**src/rtl/id_operand_stage_if.sv**
```systemverilog
// id_operand_stage_if: fetch/execute handshakes, register-file and hazard-detector signals of the decode operand stage.
interface id_operand_stage_if;
  logic        flush;
  logic        fs_to_ds_valid;
  logic [31:0] fs_pc;
  logic [31:0] fs_inst;
  logic        ds_allowin;
  logic        es_allowin;
  logic        ds_to_es_valid;
  logic [31:0] ds_pc;
  logic [31:0] ds_inst;
  logic [4:0]  rf_raddr1;
  logic [4:0]  rf_raddr2;
  logic [31:0] rf_rdata1;
  logic [31:0] rf_rdata2;
  logic        pause;
  logic        addr1_occur;
  logic        addr2_occur;
  logic [31:0] addr1_forward;
  logic [31:0] addr2_forward;
  logic [31:0] ds_src1;
  logic [31:0] ds_src2;
  modport master (
    input  flush, fs_to_ds_valid, fs_pc, fs_inst, es_allowin, rf_rdata1, rf_rdata2,
           pause, addr1_occur, addr2_occur, addr1_forward, addr2_forward,
    output ds_allowin, ds_to_es_valid, ds_pc, ds_inst, rf_raddr1, rf_raddr2, ds_src1, ds_src2
  );
  modport slave (
    output flush, fs_to_ds_valid, fs_pc, fs_inst, es_allowin, rf_rdata1, rf_rdata2,
           pause, addr1_occur, addr2_occur, addr1_forward, addr2_forward,
    input  ds_allowin, ds_to_es_valid, ds_pc, ds_inst, rf_raddr1, rf_raddr2, ds_src1, ds_src2
  );
endinterface

```
**src/rtl/id_operand_stage.sv**
```systemverilog
// id_operand_stage: decode payload latch, operand resolution with forwarding, and operand hold while execute stalls.
// Defining ID_STALL_CNT_EN adds the stall_cnt port counting hazard stall cycles.
module id_operand_stage (
  input logic clk,
  input logic resetn,
  id_operand_stage_if.master bus
`ifdef ID_STALL_CNT_EN
  ,
  output logic [31:0] stall_cnt
`endif
);
  logic        ds_valid;
  logic        hold_valid;
  logic        ds_ready_go;
  logic        hold_set;
  logic        hold_clr;
  logic        use_rd;
  logic [5:0]  op;
  logic [31:0] ds_pc;
  logic [31:0] ds_inst;
  logic [31:0] hold1;
  logic [31:0] hold2;
  logic [31:0] live1;
  logic [31:0] live2;
  assign op             = ds_inst[31:26];
  assign use_rd         = (op >= 6'h16 && op <= 6'h1b) || ds_inst[31:24] == 8'h29;
  assign bus.ds_pc      = ds_pc;
  assign bus.ds_inst    = ds_inst;
  assign bus.rf_raddr1  = ds_inst[9:5];
  assign bus.rf_raddr2  = use_rd ? ds_inst[4:0] : ds_inst[14:10];
  assign live1          = bus.rf_raddr1 == 5'd0 ? 32'd0 : bus.addr1_occur ? bus.addr1_forward : bus.rf_rdata1;
  assign live2          = bus.rf_raddr2 == 5'd0 ? 32'd0 : bus.addr2_occur ? bus.addr2_forward : bus.rf_rdata2;
  assign bus.ds_src1    = hold_valid ? hold1 : live1;
  assign bus.ds_src2    = hold_valid ? hold2 : live2;
  // Once operands are frozen the hazard result no longer matters.
  assign ds_ready_go    = hold_valid | ~bus.pause;
  assign bus.ds_allowin = ~ds_valid | (ds_ready_go & bus.es_allowin);
  assign bus.ds_to_es_valid = ds_valid & ds_ready_go & ~bus.flush;
  assign hold_set       = ds_valid & ~bus.pause & ~bus.es_allowin & ~hold_valid & ~bus.flush;
  assign hold_clr       = bus.flush | (bus.es_allowin & ds_valid);
  always_ff @(posedge clk or negedge resetn) begin
    if (!resetn) begin
      ds_valid   <= 1'b0;
      hold_valid <= 1'b0;
      ds_pc      <= 32'd0;
      ds_inst    <= 32'd0;
      hold1      <= 32'd0;
      hold2      <= 32'd0;
    end else begin
      if (bus.fs_to_ds_valid && bus.ds_allowin) begin
        ds_pc   <= bus.fs_pc;
        ds_inst <= bus.fs_inst;
      end
      ds_valid   <= bus.flush ? 1'b0 : bus.ds_allowin ? bus.fs_to_ds_valid : ds_valid;
      hold_valid <= hold_clr ? 1'b0 : hold_set ? 1'b1 : hold_valid;
      if (hold_set) begin
        hold1 <= live1;
        hold2 <= live2;
      end
    end
  end
`ifdef ID_STALL_CNT_EN
  always_ff @(posedge clk or negedge resetn) begin
    if (!resetn) stall_cnt <= 32'd0;
    else if (ds_valid && !ds_ready_go && !bus.flush) stall_cnt <= stall_cnt + 32'd1;
  end
`endif
endmodule

```
**src/flat_wrapper.sv**
```systemverilog
// flat-port wrapper written by rule: the top's interface ports become plain ports
module id_operand_stage_flat 
  (clk, resetn, bus_flush, bus_fs_to_ds_valid, bus_fs_pc, bus_fs_inst, bus_es_allowin, bus_rf_rdata1, bus_rf_rdata2, bus_pause, bus_addr1_occur, bus_addr2_occur, bus_addr1_forward, bus_addr2_forward, bus_ds_allowin, bus_ds_to_es_valid, bus_ds_pc, bus_ds_inst, bus_rf_raddr1, bus_rf_raddr2, bus_ds_src1, bus_ds_src2);
  id_operand_stage_if bus_i ();
  input logic clk;
  input logic resetn;
  input wire logic [$bits(bus_i.flush)-1:0] bus_flush;
  input wire logic [$bits(bus_i.fs_to_ds_valid)-1:0] bus_fs_to_ds_valid;
  input wire logic [$bits(bus_i.fs_pc)-1:0] bus_fs_pc;
  input wire logic [$bits(bus_i.fs_inst)-1:0] bus_fs_inst;
  input wire logic [$bits(bus_i.es_allowin)-1:0] bus_es_allowin;
  input wire logic [$bits(bus_i.rf_rdata1)-1:0] bus_rf_rdata1;
  input wire logic [$bits(bus_i.rf_rdata2)-1:0] bus_rf_rdata2;
  input wire logic [$bits(bus_i.pause)-1:0] bus_pause;
  input wire logic [$bits(bus_i.addr1_occur)-1:0] bus_addr1_occur;
  input wire logic [$bits(bus_i.addr2_occur)-1:0] bus_addr2_occur;
  input wire logic [$bits(bus_i.addr1_forward)-1:0] bus_addr1_forward;
  input wire logic [$bits(bus_i.addr2_forward)-1:0] bus_addr2_forward;
  output wire logic [$bits(bus_i.ds_allowin)-1:0] bus_ds_allowin;
  output wire logic [$bits(bus_i.ds_to_es_valid)-1:0] bus_ds_to_es_valid;
  output wire logic [$bits(bus_i.ds_pc)-1:0] bus_ds_pc;
  output wire logic [$bits(bus_i.ds_inst)-1:0] bus_ds_inst;
  output wire logic [$bits(bus_i.rf_raddr1)-1:0] bus_rf_raddr1;
  output wire logic [$bits(bus_i.rf_raddr2)-1:0] bus_rf_raddr2;
  output wire logic [$bits(bus_i.ds_src1)-1:0] bus_ds_src1;
  output wire logic [$bits(bus_i.ds_src2)-1:0] bus_ds_src2;
  assign bus_i.flush = bus_flush;
  assign bus_i.fs_to_ds_valid = bus_fs_to_ds_valid;
  assign bus_i.fs_pc = bus_fs_pc;
  assign bus_i.fs_inst = bus_fs_inst;
  assign bus_i.es_allowin = bus_es_allowin;
  assign bus_i.rf_rdata1 = bus_rf_rdata1;
  assign bus_i.rf_rdata2 = bus_rf_rdata2;
  assign bus_i.pause = bus_pause;
  assign bus_i.addr1_occur = bus_addr1_occur;
  assign bus_i.addr2_occur = bus_addr2_occur;
  assign bus_i.addr1_forward = bus_addr1_forward;
  assign bus_i.addr2_forward = bus_addr2_forward;
  assign bus_ds_allowin = bus_i.ds_allowin;
  assign bus_ds_to_es_valid = bus_i.ds_to_es_valid;
  assign bus_ds_pc = bus_i.ds_pc;
  assign bus_ds_inst = bus_i.ds_inst;
  assign bus_rf_raddr1 = bus_i.rf_raddr1;
  assign bus_rf_raddr2 = bus_i.rf_raddr2;
  assign bus_ds_src1 = bus_i.ds_src1;
  assign bus_ds_src2 = bus_i.ds_src2;
  id_operand_stage u_core (.clk(clk), .resetn(resetn), .bus(bus_i));
endmodule
```
**config.mk**
```make
export PLATFORM = sky130hd
export DESIGN_NAME = id_operand_stage_flat
export DESIGN_NICKNAME = d
export VERILOG_FILES = /design/src/rtl/id_operand_stage_if.sv /design/src/rtl/id_operand_stage.sv /design/src/flat_wrapper.sv
export SDC_FILE = /design/constraint.sdc
export NUM_CORES = 1
export LEC_CHECK = 0
export CAP_MARGIN = 20
export CORE_ASPECT_RATIO = 1.4
export CORE_MARGIN = 4
export CORE_UTILIZATION = 30
export CTS_BUF_LIST = sky130_fd_sc_hd__clkbuf_8
export CTS_CLUSTER_SIZE = 10
export DETAILED_ROUTE_END_ITERATION = 10
export HOLD_SLACK_MARGIN = 0.12
export PLACE_DENSITY = 0.74
export SETUP_SLACK_MARGIN = 0.2
export SLEW_MARGIN = 20
export SYNTH_ARGS = -nofsm -noshare
export SYNTH_HDL_FRONTEND = slang
export SYNTH_SLANG_ARGS = --single-unit
```
**constraint.sdc**
```tcl
create_clock -name clk -period 6.6 [get_ports clk]
set_input_delay 1.32 -clock clk [delete_from_list [all_inputs] [get_ports clk]]
set_output_delay 1.32 -clock clk [all_outputs]
set_load 0.005 [all_outputs]
```
; Word level (Yosys, flattened, before mapping)
; Cells that the tools add are included.
[word_totals]
elab_cells = 43
input_bits = 200
n_memories = 0
mem_bits_rw = 0
latch_bits = 0
output_inout_bits = 140
register_bits = 130
rom_bits = 0
[classes]
eq_ne = 1
div = 0
n_addsub = 0
n_mux = 11
n_shift = 0
bitwise = 16
multipliers = 0
n_lt_le_gt_ge = 2
reduce_logical = 7
[op_table]
columns = operator, n
row1 = $mux W32, 6
row2 = $logic_not A5 Y1, 2
row3 = $and A1 B1 Y1, 8
row4 = $eq A8 B6 Y1 const B, 1
row5 = $ge A6 B5 Y1 const B, 1
row6 = $le A6 B5 Y1 const B, 1
row7 = $mux W5, 1
row8 = $not A1 Y1, 5
row9 = $mux W1, 4
row10 = $reduce_bool A2 Y1, 2
row11 = $or A1 B1 Y1, 3
row12 = $logic_and A1 B1 Y1, 2
row13 = $logic_or A1 B1 Y1, 1

; Logic depth before layout (Yosys ltp)
[logic_depth]
depth_word = 7
depth_mapped = 6
mapped_depth_nobuf = 4

; Worst setup path after synthesis
; No wires, ideal clock.
[synth_timing]
path_kind = input-to-output
from = input port bus_addr2_occur
to = output port bus_ds_src2[10]
arrival_ps = 2452
n_path_buf = 2
required_time_ps = 5280
path_slack_ps = 2828
cell_stages = 4
path_cell_list = clkbuf_1 clkbuf_1 mux2i_1 o41ai_1
[synth_via]
elab_chain_cells = 3
[synth_lines]
columns = item, line_no
row1 = start: declaration, flat_wrapper.sv:16  ; input wire logic [$bits(bus_i.addr2_occur)-1:0] bus_addr2_occur;
row2 = $mux W32 (2 in series), id_operand_stage.sv:32  ; assign live2 = bus.rf_raddr2 == 5'd0 ? 32'd0 : bus.addr2_occur ? bus.addr2_forward : bus.rf_rdata2;
row3 = $mux W32, id_operand_stage.sv:34  ; assign bus.ds_src2 = hold_valid ? hold2 : live2;
row4 = end: declaration, flat_wrapper.sv:26  ; output wire logic [$bits(bus_i.ds_src2)-1:0] bus_ds_src2;
; No other way between the ends.

; Worst setup path in the final report
[layout_timing]
from = input port bus_addr1_occur
to = output port bus_ds_src1[9]
[layout_via]
elab_chain_cells = 3
[layout_lines]
columns = item, line_no
row1 = start: declaration, flat_wrapper.sv:15  ; input wire logic [$bits(bus_i.addr1_occur)-1:0] bus_addr1_occur;
row2 = $mux W32 (2 in series), id_operand_stage.sv:31  ; assign live1 = bus.rf_raddr1 == 5'd0 ? 32'd0 : bus.addr1_occur ? bus.addr1_forward : bus.rf_rdata1;
row3 = $mux W32, id_operand_stage.sv:33  ; assign bus.ds_src1 = hold_valid ? hold1 : live1;
row4 = end: declaration, flat_wrapper.sv:25  ; output wire logic [$bits(bus_i.ds_src1)-1:0] bus_ds_src1;
; No other way between the ends.

==> results summary <==
The total DRC errors in the routed layout is 0. The number of antenna violations at the first check in global routing is 0. Walking the worst path, the cells encountered are clkdlybuf4s50_1 -> buf_4 -> mux2_2 -> nand2_1 -> o21ai_0 -> clkdlybuf4s50_1. The combinational family with the most area after synthesis is multiplexers.

The hold violation total from the final report came out at 0. The starting DRC count in detailed routing came out at around 230. The startpoint identified for the worst hold timing path is u_core.hold2[24].

The required time of the worst setup path came out at around 5.3 ns. The critical register-to-register path startpoint is u_core.bus.ds_inst[12]. The number of nets handed over by synthesis was 841.

Tracing the worst setup path back leads to its startpoint at bus_addr1_occur. The via count of the first global-routing pass is 6103. After technology mapping, the gate count stands at between 600 and 700. The clock latency on the worst-skew pair is approximately 0.44 ns. In this run the clock root is driven by a sky130_fd_sc_hd__clkbuf_8. The final worst-path cycle share is between 70% and 80%.

For this design the total switching power over the nets is 0.6919 mW. The arrival time reported for the critical path endpoint came out at about 3.9 ns. The run finished with clean final reports. The overall track demand over capacity in global routing came out at approximately 17%. For this design the static power due to leakage is around 4.3 nW.

The type of the setup path with the least slack is input pin to primary output. The maximum clock path buffer count is 2. TritonCTS built the clock tree.

The setup total negative slack is 0 ns. In this run the worst path has a maximum fanout of 23. The critical path endpoint category is a primary output. The worst-case vdd ir drop came out at approximately 150 uV. The floorplan has 64 rows.

Measured against its own limit, the worst slew margin works out to roughly 30%. The total die area is approximately 0.025 mm^2. The clock-pin slew of the registers on the worst-case setup and hold paths is about 0.08 ns. The clock net in this run drives a total of 130 sinks.

The sequential power share is around 43%. The power density over cell area is roughly 230 mW/mm^2. The number of register bits inferred by synthesis is 130. The deepest level of the CTS H-tree came out at 4. The area growth from synthesis to layout is 58.71%. The critical path's most frequent cell is sky130_fd_sc_hd__clkdlybuf4s50_1.

The sequential cell area fraction in the yosys report came out at between 40% and 50%. The cell internal power dissipation came out at around 1.7 mW. The area of the mapped netlist is ~0.0067 mm^2. For this run, the post-layout net count is 1145. The width of the die came out at around 130 um. The synthesized netlist contains 25 unique library cells. Routability-driven placement finished with a final weighted congestion of 0.8126. Dividing the detail-routed via count by the number of cells gives between 4 and 5.

The adder and majority gate portion of the synthesized area came out at 0%. The total overflow reported by the global router came out at 0. The largest single stage delay on the critical path is about 1.2 ns.

The routed layout has between 6000 and 7000 vias. The detailed placer's ending HPWL is about 16 mm. The number of endpoints failing setup at the final stage is 0. In this run, post-CTS repair resized a total of 0 instances. The effective utilization at floorplan came out at a little under a third. The die height came out at 184.6 um.

The total wire length after detailed routing came out at approximately 22 mm. The path class of the tightest hold or removal check is register to register. The first-pass iteration count of the detailed router is 4.

The number of inserted diodes is 0. The share of synthesized area spent on multiplexers came out at 21.81%. The detail-routed net length per standard cell is about 17 um.

The core region is around 0.022 mm^2. The first global-routing pass estimated about 33 mm of wire. The worst-case clock skew is roughly 0.024 ns. Entering global routing, the biggest net connects 94 pins. The post-synthesis share of cell area spent on xor and xnor gates came out at 0%. The fraction of layout instances using a drive strength above 1 is ~15%. After Yosys synthesis, and, or, nand and nor cells account for between 10 and 15% of the synthesized area.

The share of total power consumed by net switching came out at about 29%. The part of the power in combinational logic is between 20% and 30%. The number of buffers created by CTS is 17. The slew at the pin with the worst max-slew slack is 1.061 ns. Leaving out fill and tap cells, the most frequent cell in the layout is sky130_fd_sc_hd__clkdlybuf4s50_1. Leaving out fill and tap cells, the most frequent cells in the layout are sky130_fd_sc_hd__clkdlybuf4s50_1, sky130_fd_sc_hd__nand2_1, sky130_fd_sc_hd__dfrtp_1. STA classifies the critical path startpoint as an input pin. The achievable clock frequency is ~0.19 GHz.

The synthesized area per cell is around 10 um^2. Setup repair after global routing left no endpoint under its margin. 340 I/O pins were placed.

The number of port buffers is 339. Measured on the finished design, the core utilization comes to roughly half. The tool flagged a number of max-cap violations equal to 0.

The count of pins over their slew limit is 0. In this run the post-CTS setup repair buffer count came out at 0. The part of the power in the clock network came out at between 20% and 30%. During synthesis, Yosys emitted a total of 0 warnings.

For this design, the CTS-stage hold fixing added 0 buffers. The synthesized netlist devotes 14.38% of its cell area to compound gates. The slowest stage of the critical path belongs to the cell sky130_fd_sc_hd__clkdlybuf4s50_1. The count of nets left with antenna violations once routing finished came out at 0. The final critical delay including setup and external delays came out at 5.172 ns.
==> worst max-delay path: cells and delay by family <==
| family | cells | cell delay, ns |
|---|---|---|
| buffers and inverters | 3 | 2.01 |
| muxes | 1 | 0.35 |
| AOI/OAI and AO/OA | 1 | 0.08 |
| and+or+nand+nor | 1 | 0.07 |
==> cell families (layout without fill, tap and decap cells) <==
kind of cell,after synthesis,after routing
AOI/OAI and AO/OA,137,137
buffers and inverters,67,384
DFF,130,130
muxes,133,133
and+or+nand+nor,174,174
==> flip-flops by register name (all words and copies together) (netlist names) <==
signal,cells
u_core.bus.ds_inst,32
u_core.bus.ds_pc,32
u_core.hold1,32
u_core.hold2,32
u_core.ds_valid,1
u_core.hold_valid,1
==> layout make-up <==
type | count | area (um^2)
Sequential cell | 130 | 3257
Fill cell | 2048 | 11250
Inverter | 4 | 15.01
Timing Repair Buffer | 348 | 3457
Tap cell | 297 | 371.6
Clock inverter | 15 | 160.2
Clock buffer | 17 | 234.0
Multi-Input combinational cell | 444 | 3113
==> stage by stage <==
step                      hold slack [ns]  power, mW  instance area [um^2]  std cells  setup WS, ns
after global placement             0.4544      1.747                 10210       1223         1.500
after CTS                          0.4806      2.466                 10610       1255         1.446
after global routing               0.4944      2.576                 10610       1255         1.308
final                              0.4758      2.426                 10610       1255         1.429
after detailed placement           0.4613      1.767                 10210       1223         1.454
after floorplan                    0.4436      1.325                  6684        641         2.828
==> cell usage after synthesis <==
master	number	area (um^2)
sky130_fd_sc_hd__mux2_2	101	1137
sky130_fd_sc_hd__inv_1	4	15.01
sky130_fd_sc_hd__nor3_1	1	5.000
sky130_fd_sc_hd__nor4bb_1	1	10.01
sky130_fd_sc_hd__nand2_1	163	611.8
sky130_fd_sc_hd__a211oi_1	1	7.510
sky130_fd_sc_hd__nor2_1	2	7.510
sky130_fd_sc_hd__o41ai_1	64	560.5
sky130_fd_sc_hd__buf_1	7	26.28
sky130_fd_sc_hd__clkbuf_1	38	142.6
sky130_fd_sc_hd__or4_1	2	15.01
sky130_fd_sc_hd__buf_6	6	67.56
sky130_fd_sc_hd__buf_2	7	35.03
sky130_fd_sc_hd__dfrtp_1	130	3253
sky130_fd_sc_hd__nor2b_1	2	12.51
sky130_fd_sc_hd__a311o_1	1	10.01
sky130_fd_sc_hd__mux2i_1	32	320.3
sky130_fd_sc_hd__a21oi_1	3	15.01
sky130_fd_sc_hd__o21ba_1	1	10.01
sky130_fd_sc_hd__and3b_1	1	8.760
sky130_fd_sc_hd__nand2b_1	1	6.260
sky130_fd_sc_hd__a2111oi_4	1	27.53
sky130_fd_sc_hd__buf_4	5	37.54
sky130_fd_sc_hd__or4_4	1	11.26
sky130_fd_sc_hd__o21ai_0	66	330.3
==> power groups by stage <==
stage          clock network [mW]  registers, mW  logic [mW]
3_3_place_gp                    0           1.06       0.689
5_1_grt                     0.749           1.07       0.756
4_1_cts                     0.712           1.05       0.704
3_5_place_dp                    0           1.07       0.700
6_report                    0.684           1.05       0.691
2_1_floorplan                   0           1.04       0.283
==> routing by layer <==
layer / part of all wire [%] / up-vias / global-route usage [%]
met3: 6.6 / 39 / 4.752
met4: 3.3 / 0 / 7.090
met5: 0 / - / 0
met1: 39 / 2876 / 19.41
li1: - / 2916 / -
met2: 51 / 193 / 28.64
==> path summary, 6_finish.rpt <==
path                            slack (ns)  cells after the start                to
max in group asynchronous             4.42                      2   u_core.hold2[8]
worst max-delay path                  1.43                      6    bus_ds_src1[9]
worst min-delay path                  0.48                      2  u_core.hold2[24]
worst max register to register        3.72                      5   u_core.hold2[0]
worst min register to register        0.48                      2  u_core.hold2[24]
min in group asynchronous             0.90                      1  u_core.hold1[24]
No activity file was read; power rests on OpenSTA's default activity.
